**src/rtl/mode_select_n.sv**
```systemverilog
// N-way mode selector driven by two debounced push-buttons, with optional wrap,
// auto-repeat on hold and an up+down chord that returns to RESET_MODE.
module mode_select_n #(
  parameter int NUM_MODES       = 4,
  parameter int RESET_MODE      = 0,
  parameter int WRAP            = 0,
  parameter int DEBOUNCE_CYCLES = 4,
  parameter int REPEAT_DELAY    = 0,
  parameter int REPEAT_RATE     = 4,
  localparam int MODE_W = ($clog2(NUM_MODES) < 1) ? 1 : $clog2(NUM_MODES)
) (
  input  logic              clk,
  input  logic              rst,
  input  logic              start,
  input  logic              idle,
  input  logic              btn_up,
  input  logic              btn_dwn,
  output logic [MODE_W-1:0] mode,
  output logic              mode_changed,
  output logic              locked
);

  localparam int DB_W    = $clog2(DEBOUNCE_CYCLES + 1);
  localparam int RPT_MAX = (REPEAT_DELAY > REPEAT_RATE) ? REPEAT_DELAY : REPEAT_RATE;
  localparam int RPT_W   = $clog2(RPT_MAX + 1);

  localparam logic [MODE_W-1:0] MODE_MAX  = MODE_W'(NUM_MODES - 1);
  localparam logic [MODE_W-1:0] MODE_HOME = MODE_W'(RESET_MODE);
  localparam logic [DB_W-1:0]   DB_LAST   = DB_W'(DEBOUNCE_CYCLES - 1);
  localparam logic [RPT_W-1:0]  RPT_FIRST = RPT_W'((REPEAT_DELAY > 0) ? REPEAT_DELAY - 1 : 0);
  localparam logic [RPT_W-1:0]  RPT_NEXT  = RPT_W'(REPEAT_RATE - 1);

  // state    | meaning: IDLE_REL | no accepted hold; HELD_UP/HELD_DN | one button
  // held after its step, repeat timer running; CHORD | wait for both to release
  typedef enum logic [1:0] {IDLE_REL, HELD_UP, HELD_DN, CHORD} hold_t;

  logic [1:0]        raw, sync1, sync2, db, db_q, rise;
  logic [DB_W-1:0]   db_cnt [2];
  hold_t             state, state_nxt;
  logic [MODE_W-1:0] mode_nxt;
  logic [RPT_W-1:0]  rpt_cnt, rpt_nxt;
  logic              enabled, chord, press_up, press_dn, held_lvl, rpt_due;

  assign raw     = {btn_dwn, btn_up};
  assign locked  = start | ~idle;
  assign enabled = ~locked;

  // Index 0 is the up button, index 1 the down button.
  always_ff @(posedge clk) begin
    if (rst) begin
      sync1 <= '0;
      sync2 <= '0;
      db    <= '0;
      db_q  <= '0;
      for (int i = 0; i < 2; i++) db_cnt[i] <= '0;
    end else begin
      sync1 <= raw;
      sync2 <= sync1;
      db_q  <= db;
      for (int i = 0; i < 2; i++) begin
        if (sync2[i] == db[i]) begin
          db_cnt[i] <= '0;
        end else if (db_cnt[i] == DB_LAST) begin
          db[i]     <= ~db[i];
          db_cnt[i] <= '0;
        end else begin
          db_cnt[i] <= db_cnt[i] + 1'b1;
        end
      end
    end
  end

  assign rise     = db & ~db_q;
  assign chord    = enabled & db[0] & db[1] & (rise[0] | rise[1]);
  assign press_up = enabled & rise[0] & ~db[1];
  assign press_dn = enabled & rise[1] & ~db[0];
  assign held_lvl = (state == HELD_UP) ? db[0] : db[1];
  assign rpt_due  = (REPEAT_DELAY > 0) && (rpt_cnt == '0);

  function automatic logic [MODE_W-1:0] step_up(input logic [MODE_W-1:0] m);
    logic [MODE_W-1:0] r;
    if (m == MODE_MAX) r = (WRAP != 0) ? '0 : m;
    else               r = m + 1'b1;
    return r;
  endfunction

  function automatic logic [MODE_W-1:0] step_dn(input logic [MODE_W-1:0] m);
    logic [MODE_W-1:0] r;
    if (m == '0) r = (WRAP != 0) ? MODE_MAX : m;
    else         r = m - 1'b1;
    return r;
  endfunction

  always_comb begin
    state_nxt = state;
    mode_nxt  = mode;
    rpt_nxt   = rpt_cnt;
    case (state)
      IDLE_REL: begin
        if (chord) begin
          state_nxt = CHORD;
          mode_nxt  = MODE_HOME;
        end else if (press_up) begin
          state_nxt = HELD_UP;
          mode_nxt  = step_up(mode);
          rpt_nxt   = RPT_FIRST;
        end else if (press_dn) begin
          state_nxt = HELD_DN;
          mode_nxt  = step_dn(mode);
          rpt_nxt   = RPT_FIRST;
        end
      end
      HELD_UP, HELD_DN: begin
        if (locked) begin
          state_nxt = IDLE_REL;
          rpt_nxt   = '0;
        end else if (chord) begin
          state_nxt = CHORD;
          mode_nxt  = MODE_HOME;
          rpt_nxt   = '0;
        end else if (!held_lvl) begin
          // The other button may be pressed in the very cycle this one releases.
          if (press_up) begin
            state_nxt = HELD_UP;
            mode_nxt  = step_up(mode);
            rpt_nxt   = RPT_FIRST;
          end else if (press_dn) begin
            state_nxt = HELD_DN;
            mode_nxt  = step_dn(mode);
            rpt_nxt   = RPT_FIRST;
          end else begin
            state_nxt = IDLE_REL;
            rpt_nxt   = '0;
          end
        end else if (rpt_due) begin
          mode_nxt = (state == HELD_UP) ? step_up(mode) : step_dn(mode);
          rpt_nxt  = RPT_NEXT;
        end else if (REPEAT_DELAY > 0) begin
          rpt_nxt = rpt_cnt - 1'b1;
        end
      end
      CHORD: begin
        if (!db[0] && !db[1]) state_nxt = IDLE_REL;
      end
      default: state_nxt = IDLE_REL;
    endcase
  end

  always_ff @(posedge clk) begin
    if (rst) begin
      state        <= IDLE_REL;
      mode         <= MODE_HOME;
      mode_changed <= 1'b0;
      rpt_cnt      <= '0;
    end else begin
      state        <= state_nxt;
      mode         <= mode_nxt;
      mode_changed <= (mode_nxt != mode);
      rpt_cnt      <= rpt_nxt;
    end
  end

endmodule

```
**config.mk**
```make
export PLATFORM = sky130hd
export DESIGN_NAME = mode_select_n
export DESIGN_NICKNAME = d
export VERILOG_FILES = /design/src/rtl/mode_select_n.sv
export SDC_FILE = /design/constraint.sdc
export NUM_CORES = 1
export LEC_CHECK = 0
export BUFFER_PORTS_ARGS = -buffer_cell sky130_fd_sc_hd__buf_2
export CORE_UTILIZATION = 47
export CTS_CLUSTER_DIAMETER = 60
export DETAILED_ROUTE_END_ITERATION = 10
export PLACE_DENSITY = 0.65
export SLEW_MARGIN = 40
export SYNTH_ARGS = -nofsm -noshare
export SYNTH_HDL_FRONTEND = slang
export SYNTH_SLANG_ARGS = --single-unit
```
**constraint.sdc**
```tcl
create_clock -name clk -period 2.1 [get_ports clk]
set_clock_uncertainty 0.05 [all_clocks]
set_input_delay 0.105 -clock clk [delete_from_list [all_inputs] [get_ports clk]]
set_output_delay 0.105 -clock clk [all_outputs]
set_load 0.01 [all_outputs]
```
==> metrics.csv <==
stage,metric,value,unit
synthesis,syn_avg_cell_area,9.45,um2
cells_and_area,num_antenna_cells,0,
cells_and_area,syn2layout_area_growth,13.0,%
routing,vias,985,
die,initial_core_util,49.6,%
sta,setup_tns,0,ns
worst_setup_path,r2r_end,mode_changed,
global_route,grt_use_met3,5.17,%
worst_setup_path,crit_family,multiplexers,
cells_and_area,multi_input_area,726,um2
power,power_switching,175,uW
job,maxCapViolations,0,
power,clockPowerShare,28.4,%
global_route,top_usage_layer,met2,
worst_setup_path,critPathBufInv,1,
die,die_x,53.1,um
clock_network,cts.path.max_buffers,2,
sta,rsz0062_at_grt,no,
clock_network,htreeDepth,1,
routing,drt-pass1-iter-count,4,
clock_network,clock_latency,0.31,ns
synthesis,synth_top_area_share,21.2,%
synthesis,async_flop_share,0,%
worst_setup_path,cp.depth,7,
worst_setup_path,max_stage_delay,0.34,ns
placed_design,gp_congestion,0.846,
worst_setup_path,crit_required,2.28,ns
worst_setup_path,cpMaxStageDelayCell,dfxtp_1,
global_route,grt-ovfl-total,0,
worst_setup_path,rr_worst_depth,7,
die,rows,18,
clock_network,post_cts_buffers,0,
synthesis,synth_edf_count,6,
die,dieHeight,53.1,um
routing,routed_wl,2230,um
synthesis,ys.flop_type,dfxtp_1,
global_route,grt_pass1_vias,887,
worst_setup_path,end_kind,flip-flop,
sta,hold_viol_final,0,
worst_setup_path,crit_type,reg -> reg,
synthesis,synthMuxAreaShare,5.60,%
worst_setup_path,r2r_start,state[1],
synthesis,synth-compound-area-share,21.5,%
clock_network,clk_pin_slew,0.11,ns
placed_design,io_buffers,9,
clock_network,cts.sinks,19,
cells_and_area,layout.nets,165,
global_route,met2_usage,31.9,%
synthesis,ys_warn_count,0,
cells_and_area,fillers,245,
clock_network,cts_tree,yes,
synthesis,synth-seq-area-share,35.8,%
synthesis,synth-xor-area-share,1.43,%
clock_network,cts-root-buf,clkbuf_4,
die,die_area,0.00282,mm2
sta,maxSlewViolCount,0,
status,status,"complete, no violations",
power,sequentialPowerShare,58.7,%
power,p_leak,0.000543,uW
synthesis,synth-seq-cells,19,
worst_setup_path,crit_path_start_kind,flip-flop,
routing,vias_per_cell,5.47,
power,pwr_density_cell,487,mW/mm2
die,core-area,0.00248,mm2
synthesis,synth_simple_gate_area_share,20.4,%
power,pwr-share-comb,13.0,%
synthesis,ys_types,49,
global_route,grt_pass1_wl,3770,um
routing,drt.antenna.violating_nets,0,
worst_setup_path,cp-startpoint,state[1],
routing,drt_iter0_drc,26,
worst_setup_path,cp_max_fo,6,
cells_and_area,regArea,440,um2
die,io_pins,10,
synthesis,netlist_top_cells_area,"dfxtp_1, edfxtp_1, ha_1",
global_route,grtUsageMet1,22.1,%
sta,fin_crit_sh,93.2,%
synthesis,syn_area,0.00123,mm2
power,p_int,501,uW
sta,layout_min_cycle_time,1.96,ns
synthesis,synth_top_family_by_area,compound AO/OA/AOI/OAI gates,
worst_setup_path,r2r_slack,0.14,ns
sta,setup_viol_count_final,0,
synthesis,synth-adder-area-share,8.15,%
worst_setup_path,path_cells,inv_1 -> ha_2 -> mux2i_4 -> a31oi_1 -> nor3_2 -> mux2_4 -> a311oi_2,
min_path,hold_path.class,in -> reg,
routing,post_drt_wl_per_cell,12.4,um
worst_setup_path,worstSetupEndpoint,mode_changed,
routing,drc,0,
sta,fmax,511,MHz
synthesis,synthCells,130,
worst_setup_path,arrival,2.14,ns
clock_network,cts_made_buffers,3,
power,peakVddDrop,359,uV
power,sw_frac_of_total,25.9,%
global_route,grt_max_degree,16,
placed_design,hpwl,1720,um
sta,hold_slack,0.0785,ns
cells_and_area,drive_above_1_share,22.7,%
global_route,grt_usage,18.7,%
synthesis,yosysTopAreaCell,dfxtp_1,
global_route,antenna_found_initial,0,
[how the worst min path moves through the flow]
stage / startpoint / end / slack (ns) / cells after the start
final: rst / db_q[1] / 0.08 / 2
after global routing: rst / sync1[0] / 0.12 / 2
after CTS: rst / db_q[1] / 0.09 / 2
after detailed placement: btn_dwn / sync1[1] / 0.27 / 2
after global placement: btn_dwn / sync1[1] / 0.26 / 2
after floorplan: rst / db_q[0] / 0.13 / 1
[cells in the mapped netlist, types with 2 or more instances]
master and n:
or3_1 2, buf_2 4, nor2b_1 7, o21ai_0 5
dfxtp_1 13, nor3b_4 2, mux2i_1 2, edfxtp_1 6
nor3_1 4, nor2_1 12, inv_1 10, a211oi_1 3
xnor2_1 2, a21oi_1 5, ha_1 8, nand2_1 7
a31oi_1 5, o21ai_1 2
[routing by layer]
metal	vias to the layer above	share of wire, %
li1	500	-
met1	460	47
met2	21	48
met3	4	3.7
met4	0	1.8
met5	-	0
[stage by stage]
step | std cells | utilization (%) | power, uW | cell area [um2] | setup WS, ns
after CTS | 180 | 56.0 | 678 | 1390 | 0.0762
after global routing | 180 | 56.1 | 709 | 1390 | 0.0335
after floorplan | 135 | - | 463 | 1250 | 0.254
after global placement | 174 | 54.1 | 487 | 1340 | 0.172
final | 180 | 56.1 | 676 | 1390 | 0.142
after detailed placement | 174 | 54.1 | 489 | 1340 | 0.109
[sequential cells by signal (all words and copies together) (netlist names)]
| signal | count |
|---|---|
| mode_changed | 1 |
| db_cnt | 6 |
| sync1 | 2 |
| sync2 | 2 |
| db | 2 |
| mode | 2 |
| state | 2 |
| db_q | 2 |
[layout by cell type, fill, tap and decap left out, types with 2 or more instances in the layout]
| cell type | instances |
|---|---|
| dfxtp_1 | 13 |
| nor2_1 | 12 |
| inv_1 | 10 |
| buf_2 | 9 |
| nor2b_1 | 7 |
| nand2_1 | 7 |
| ha_1 | 7 |
| buf_4 | 7 |
| edfxtp_1 | 6 |
| conb_1 | 6 |
| a21oi_1 | 5 |
| a31oi_1 | 5 |
| o21ai_0 | 5 |
| nor3_1 | 4 |
| a211oi_1 | 3 |
| clkbuf_4 | 3 |
| xnor2_1 | 2 |
| or3_1 | 2 |
| mux2i_1 | 2 |
| nor3b_4 | 2 |
| o21ai_1 | 2 |
| dlygate4sd3_1 | 2 |
[cell families after synthesis]
logic type / count (synthesis)
other: 1
buffers and inverters: 18
multiplexers: 5
adder cells (fa/ha/maj): 8
AND/OR/NAND/NOR: 43
flip-flops: 19
AO/OA/AOI/OAI: 34
XOR/XNOR: 2
[power groups by stage]
stage          Clock [uW]  Sequential, uW  Combinational [uW]
3_5_place_dp            0             405                84.0
2_1_floorplan           0             404                59.6
5_1_grt               213             398                97.8
3_3_place_gp            0             405                82.0
4_1_cts               194             397                87.1
6_report              192             397                87.6
[cell type report]
type | count | share of cell area (%)
multi-input combinational | 98 | 52.3
sequential | 19 | 31.7
timing repair buffer | 18 | 8.47
inverter | 11 | 2.97
tap | 30 | 2.70
clock buffer | 4 | 1.89
[what timing repair did]
action                                  in CTS  in global routing
hold buffers                                 2                  0
gates resized for setup                      0                  1
endpoints found under the setup margin       0                  2
endpoints found under the hold margin        2                  0
Power figures use the tool's default switching activity.
